**src/rtl/fetch_ctrl_pkg.sv**
```systemverilog
// Shared fetch-stage definitions: state encodings, reset PC default, word width, NOP.
// No timing of its own; pure constants and helpers.
// No flow control involved.
package fetch_ctrl_pkg;

    localparam logic [1:0] ST_IDLE  = 2'd0;
    localparam logic [1:0] ST_RUN   = 2'd1;
    localparam logic [1:0] ST_FAULT = 2'd2;

    localparam int          INST_W       = 32;
    localparam logic [31:0] DEF_RESET_PC = 32'h0000_0000;
    localparam logic [31:0] NOP_INST     = 32'h0000_0000;

    // A fetch target is legal only on a 4-byte boundary.
    function automatic logic is_word_aligned(input logic [1:0] lsb);
        return (lsb == 2'b00);
    endfunction

endpackage

```
**src/rtl/fetch_ctrl.sv**
```systemverilog
// Instruction fetch controller: owns the PC, reads the combinational ROM, presents {pc, inst} to decode.
// Latency: start -> first valid slot two edges later; redirect costs one bubble; 1 inst/cycle sustained.
// Backpressure: slot and PC hold while out_valid && !out_ready; redirect always wins over a stall.
module fetch_ctrl
    import fetch_ctrl_pkg::*;
#(
    parameter int                ADDR_W   = 32,
    parameter logic [ADDR_W-1:0] RESET_PC = ADDR_W'(DEF_RESET_PC)
) (
    input  logic              clk,
    input  logic              rst,
    input  logic              start,
    output logic [ADDR_W-1:0] rom_addr,
    input  logic [INST_W-1:0] rom_inst,
    output logic              out_valid,
    input  logic              out_ready,
    output logic [INST_W-1:0] out_inst,
    output logic [ADDR_W-1:0] out_pc,
    input  logic              redirect,
    input  logic [ADDR_W-1:0] redirect_pc,
    output logic              fault,
    output logic [31:0]       fetch_count
);

    logic [1:0]        state;
    logic [ADDR_W-1:0] pc;
    logic              target_ok;

    assign rom_addr  = pc;
    assign fault     = (state == ST_FAULT);
    assign target_ok = is_word_aligned(redirect_pc[1:0]);

    // Handshake counter: counts every accepted slot regardless of state or redirect.
    always_ff @(posedge clk) begin
        if (rst) begin
            fetch_count <= 32'd0;
        end else if (out_valid && out_ready) begin
            fetch_count <= fetch_count + 32'd1;
        end
    end

    // State, PC and output slot sequencing; redirect has priority over fetching.
    always_ff @(posedge clk) begin
        if (rst) begin
            state     <= ST_IDLE;
            pc        <= RESET_PC;
            out_valid <= 1'b0;
            out_inst  <= NOP_INST;
            out_pc    <= '0;
        end else begin
            case (state)
                ST_IDLE: begin
                    // A redirect before start just retargets the first fetch.
                    if (redirect) begin
                        pc <= redirect_pc;
                        if (!target_ok) begin
                            state <= ST_FAULT;
                        end else if (start) begin
                            state <= ST_RUN;
                        end
                    end else if (start) begin
                        state <= ST_RUN;
                    end
                end
                ST_RUN: begin
                    if (redirect) begin
                        // Flush the slot; the wrong-path instruction is dropped.
                        out_valid <= 1'b0;
                        pc        <= redirect_pc;
                        if (!target_ok) begin
                            state <= ST_FAULT;
                        end
                    end else if (!out_valid || out_ready) begin
                        out_inst  <= rom_inst;
                        out_pc    <= pc;
                        out_valid <= 1'b1;
                        pc        <= pc + ADDR_W'(4);
                    end
                end
                ST_FAULT: begin
                    // Terminal until reset: PC frozen, nothing presented.
                    out_valid <= 1'b0;
                end
                default: begin
                    // Unreachable encoding: park safely in FAULT.
                    out_valid <= 1'b0;
                    state     <= ST_FAULT;
                end
            endcase
        end
    end

endmodule

```
**config.mk**
```make
export PLATFORM = sky130hd
export DESIGN_NAME = fetch_ctrl
export DESIGN_NICKNAME = d
export VERILOG_FILES = /design/src/rtl/fetch_ctrl_pkg.sv /design/src/rtl/fetch_ctrl.sv
export SDC_FILE = /design/constraint.sdc
export NUM_CORES = 1
export LEC_CHECK = 0
export ABC_AREA = 0
export CORE_ASPECT_RATIO = 1.4
export CORE_UTILIZATION = 45
export CTS_CLUSTER_SIZE = 30
export DETAILED_ROUTE_END_ITERATION = 7
export PLACE_DENSITY = 0.9
export SLEW_MARGIN = 5
export SYNTH_ARGS = -nofsm -noshare
export SYNTH_HDL_FRONTEND = slang
export SYNTH_SLANG_ARGS = --single-unit
```
**constraint.sdc**
```tcl
create_clock -name clk -period 2.3 [get_ports clk]
set_input_delay 0.46 -clock clk [delete_from_list [all_inputs] [get_ports clk]]
set_output_delay 0.46 -clock clk [all_outputs]
set_load 0.02 [all_outputs]
```
==> impl_metrics.toml, run 1 <==
[worst_setup_path]
critPathCaptureType = "flop"
crit_path_top_delay_cell = "and4_1"
critical_path.max_stage_delay_ps = 450
required_ps = 2630
r2r_cells = 6
cp_cell_sequence = "buf_4, and4_1, and4_1, nand3_2, or4_1, a31oi_1"
path_buf_inv = 1
worstPathArrival_ps = 2450
critical_path_depth = 6
startpoint_type = "flop"
criticalPathCategory = "reg -> reg"
path_delay_family = "simple AND/OR/NAND/NOR gates"
cp_common_cell = "and4_1"
cp_max_fo = 8

[timing]
final.setup.tns_ps = 0
hold_viol = 0
rsz0062_at_grt = "false"
skew_ps = 8.25
worst_pin_slew_ps = 596
slew_viol_final = 0
fin_crit_ps = 2110
setup_viol = 0
maxSlewHeadroom_pct = 60.3
min_period_over_period_pct = 91.9
fmax_mhz = 473

[status]
status = "finished clean"

[clock_network]
cts_root_buf = "clkbuf_16"
clk-insertion-delay-late_ps = 410
cts.path.max_buffers = 2
cts_tree = "built"
postCtsHoldBufs = 0
ctsResizeCount = 0
cts_buffers = 17
path_clk_slew_ps = 60
postCtsSetupBuffers = 0
htreeDepth = 4
cts.sinks = 131

[pwr]
power.leakage_nw = 2.98
power_mw = 5.62
ir_drop_mv = 0.573
p_per_area_nw_per_um2 = 656

[detailed_routing]
drtAntennaViolNets = 0
vias = 6077
wire_per_inst_um = 16.2
drc = 0
drt-total-wl_mm = 17.5
via_per_inst = 5.61
drt_iter0_markers = 408
dr.pass1.iters = 5

[place]
dpl.hpwl_mm = 12.0
io_buffers = 198
place_congestion = 0.875

[floorplan]
dieHeight_um = 135
initial_core_util_pct = 46.2
rows = 48
coreArea_um2 = 12400
dieArea_um2 = 13200
die_x_um = 97.3
io_pins = 199

[grt]
grt_max_degree = 80
busiest_layer = "met2"
grt_use_met2_pct = 45.5
track_usage_pct = 26.1
grt_pass1_wl_mm = 27.9
grt_pass1_vias = 5707
grt_antenna_before_repair = 0
grt_overflow_total = 0
gr-usage-met3_pct = 6.09
grt_util_met1_pct = 30.2

[worst_hold_path]
holdPathStages = 2
hold_class = "reg -> reg"

[layout]
area_delta_synth_final_pct = 49.6
final_cell_mix = "197 x clkdlybuf4s50_1, 172 x nand2_1, 131 x dfxtp_1"
drive_gt1_share_pct = 7.93
nNetsFinal = 993
final_common_cell = "clkdlybuf4s50_1"
fill_cells = 958
n_antenna_cell = 0

[synthesis]
yosysWarnings = 0
ys_ff_latch = 131
synthFlopType = "dfxtp_1"
synth_nets = 789
ys_seq_area_share_pct = 45.8
synth_cell_types = 52
avgSynthCellArea_um2 = 7.97
yosysTopAreaCell = "dfxtp_1"
yosys-top-cells-area = "dfxtp_1 46%, nand2_1 11%, a21oi_1 7.9%"
synth_area_um2 = 5720
synth_top_area_share_pct = 45.8
postSynth.asyncResetShare_pct = 0
synth-edff-count = 0
synth_cells = 718

[run]
cap_violations = 0
==> state kept, by name (all words and copies together) (netlist names) <==
| signal | count |
|---|---|
| fetch_count | 32 |
| out_valid | 1 |
| out_pc | 32 |
| state | 2 |
| rom_addr | 32 |
| out_inst | 32 |
==> synthesized netlist by cell type (10+ instances only) <==
library cell,count
buf_2,15
xnor2_1,18
nor4_1,10
o21ai_0,13
and4_1,10
nand2_1,173
nor3_1,17
o22ai_1,10
a21oi_1,90
clkbuf_1,30
dfxtp_1,131
nand3_1,22
nand4_1,17
nor2_1,54
==> final cells by class <==
cell class                 count  area [um2]  area share (%)
multi-input combinational    532        2870            33.5
timing repair buffer         235        2310            27.0
inverter                       5        18.8           0.219
clock inverter                 6        80.1           0.936
tap                          150         188            2.19
sequential                   131        2620            30.6
clock buffer                  24         472            5.51
==> stage by stage <==
| stage | setup slack [ps] | utilization (%) | cell area, um2 | instances | hold WS [ps] |
|---|---|---|---|---|---|
| after global placement | 62.4 | 64.7 | 8010 | 1053 | 441 |
| after global routing | 93.6 | 69.2 | 8560 | 1083 | 464 |
| final | 186 | 69.2 | 8560 | 1083 | 451 |
| after detailed placement | 16.4 | 64.7 | 8010 | 1053 | 446 |
| after floorplan | 355 | - | 5720 | 718 | 535 |
| after CTS | 173 | 69.2 | 8560 | 1083 | 454 |
==> layer usage <==
| metal | routed length [um] | vias up |
|---|---|---|
| met5 | 0 | - |
| met4 | 669 | 0 |
| met2 | 8910 | 278 |
| met1 | 6740 | 2833 |
| met3 | 1200 | 45 |
| li1 | - | 2921 |
==> worst reg2reg max path, cell delays in order (launching register included) <==
cell     delay [ps]
dfxtp_1         380
buf_4           150
and4_1          310
and4_1          450
nand3_2         180
or4_1           430
a31oi_1         130
==> final timing paths <==
check,startpoint,to,slack [ps]
max,rom_addr[2],rom_addr[27],190
min,out_inst[31],out_inst[31],450
max reg2reg,rom_addr[2],rom_addr[27],190
min reg2reg,out_inst[31],out_inst[31],450
==> logic make-up after synthesis <==
| group | after synthesis | share of synthesized area, % |
|---|---|---|
| buffers and inverters | 55 | 4.22 |
| adder cells (fa/ha/maj) | 2 | 0.437 |
| XOR/XNOR | 27 | 4.13 |
| flip-flops | 131 | 45.8 |
| AND/OR/NAND/NOR | 341 | 27.9 |
| multiplexers | 9 | 1.57 |
| AO/OA/AOI/OAI | 153 | 15.9 |
==> power by group <==
group / internal, mW / leakage [nW] / switching (mW)
sequential: 2.33 / 1.06 / 0.0766
combinational: 0.317 / 1.65 / 0.325
clock: 1.63 / 0.274 / 0.931
total: 4.28 / 2.98 / 1.33
Note: power is estimated with default switching activity, not from simulation.
==> run 2, diff against run 1 <==
CORE_UTILIZATION = 41   (was 45)
PLACE_DENSITY = 0.87   (was 0.9)
clock period = 1.9 ns   (was 2.3 ns; I/O delays follow)
==> run 2 against run 1 <==
Net effect:
- sequential cell count unchanged
- first-iteration DRC count down 23%
- clock power up 32%
- clock-buffer cell count down 3
- largest power group unchanged
- die area up 9.6%
- register-to-register slack worse by 110 ps
- global-route usage down 1.1 points
- cell area up 5.9%
- wire length up 3.0%
- via count up 1.4%
==> impl_metrics.toml, run 2 (synthesis results as in run 1) <==
[timing]
fmax_mhz = 533
fin_crit_ps = 1880
maxSlewHeadroom_pct = 69.9
min_period_over_period_pct = 98.8
slew_viol_final = 0
whs_ps = 311
setup_viol = 0
worst_pin_slew_ps = 451
rsz0062_at_grt = "true"
skew_ps = 8.72
hold_viol = 0

[floorplan]
dieHeight_um = 142
initial_core_util_pct = 42.3
rows = 50
die_x_um = 102
coreArea_um2 = 13500
io_pins = 199
dieArea_um2 = 14400

[place]
dpl_cell_area_um2 = 8360
io_buffers = 198
place_congestion = 0.887
dpl.hpwl_mm = 13.1

[detailed_routing]
via_per_inst = 5.30
vias = 6165
drt-total-wl_mm = 18.0
dr.pass1.iters = 5
wire_per_inst_um = 15.5
drt_iter0_markers = 316
drc = 0
drtAntennaViolNets = 0

[clock_network]
postCtsHoldBufs = 0
cts.sinks = 131
htreeDepth = 4
cts_tree = "built"
cts.path.max_buffers = 2
cts_buffers = 17
cts_root_buf = "clkbuf_16"
clk-insertion-delay-late_ps = 410
path_clk_slew_ps = 60

[worst_hold_path]
hold_class = "in -> reg"
min_from = "rst"

[pwr]
p_per_area_nw_per_um2 = 784
power_mw = 7.11
power_frac_seq_pct = 40.7
ir_drop_mv = 0.574
power_switching_mw = 1.73
pwr-share-comb_pct = 11.9
power_frac_clock_pct = 47.4
power_switching_share_pct = 24.3
power.internal_mw = 5.39
power.leakage_nw = 3.67

[layout]
final_cell_mix = "172 x nand2_1, 163 x clkdlybuf4s50_1, 128 x dfxtp_1"
area_delta_synth_final_pct = 58.5
final_cell_area_um2 = 9070
drive_gt1_share_pct = 13.8
nNetsFinal = 1039
final_common_cell = "nand2_1"
n_antenna_cell = 0

[worst_setup_path]
cp_max_fo = 12
reg2reg_from = "rom_addr[2]"
startpoint_type = "input pin"
criticalPathCategory = "in -> reg"
critPathCaptureType = "flop"
worstPathArrival_ps = 2150
required_ps = 2170
setup.worst_path.start = "out_ready"

[grt]
grt_pass1_vias = 5889
grt_pass1_wl_mm = 28.6
track_usage_pct = 25.0
grt_antenna_before_repair = 0
grt_overflow_total = 0
grt_max_degree = 43

[status]
status = "finished clean"

[run]
cap_violations = 0
run 2: changes by cell type in the layout (fill, tap and decap cells not counted), sizes merged:
cell | previous run | this run
clkinvlp | 0 | 3
dlygate4sd2 | 0 | 12
inv | 5 | 6
buf | 38 | 84
clkdlybuf4s50 | 197 | 163
clkbuf | 24 | 21
bufinv | 2 | 3
dlymetal6s2s | 0 | 22
run 2: path summary, 6_finish.rpt:
path | endpoint | cells after the start | slack [ps]
max | fetch_count[31] | 6 | 20
min | out_pc[16] | 2 | 310
max reg2reg | rom_addr[16] | 6 | 80
min reg2reg | out_pc[22] | 2 | 450
run 2: final cells by class:
type / instances / area, um2
Clock buffer: 21 / 460
Sequential cell: 131 / 2630
Tap cell: 182 / 228
Clock inverter: 11 / 153
Timing Repair Buffer: 281 / 2670
Fill cell: 1079 / 4450
Multi-Input combinational cell: 532 / 2910
Inverter: 5 / 18.8
run 2: power groups by stage:
stage / clock, mW / sequential [mW] / combinational [mW]
2_1_floorplan: 0 / 3.04 / 0.268
3_3_place_gp: 0 / 2.95 / 0.840
3_5_place_dp: 0 / 2.95 / 0.851
4_1_cts: 3.42 / 2.89 / 0.845
5_1_grt: 3.57 / 2.90 / 0.907
6_report: 3.37 / 2.89 / 0.848
run 2: timing repair:
action | in CTS | in global routing
setup endpoints to repair | 12 | 39
gates resized for setup | 12 | 32
cloned | 0 | 0
buffers inserted | 0 | 1
pin swaps | 0 | 2
run 2: worst max-delay path, cell delays in order:
cell             delay (ps)
clkdlybuf4s50_1         560
and4_1                  240
nand4_1                 240
buf_4                   270
o41ai_1                 340
a21oi_1                 120
run 2: metrics by stage:
step	util (%)	setup TNS [ps]	setup WS, ps	instances
floorplan	-	0	74.2	718
global route	67.1	-34.8	-21.5	1163
detailed placement	61.9	-22670	-361	1130
CTS	66.3	0	2.22	1162
global placement	61.9	-18490	-297	1130
finish	67.1	0	23.4	1163
run 2: metal layers:
layer	global-route usage (%)	part of all wire [%]	routed length (um)	vias up
li1	-	-	-	3015
met1	29.1	39	7110	2867
met2	43.2	51	9280	239
met3	6.11	6.4	1160	44
met4	10.7	2.7	480	0
met5	0	0	0	-
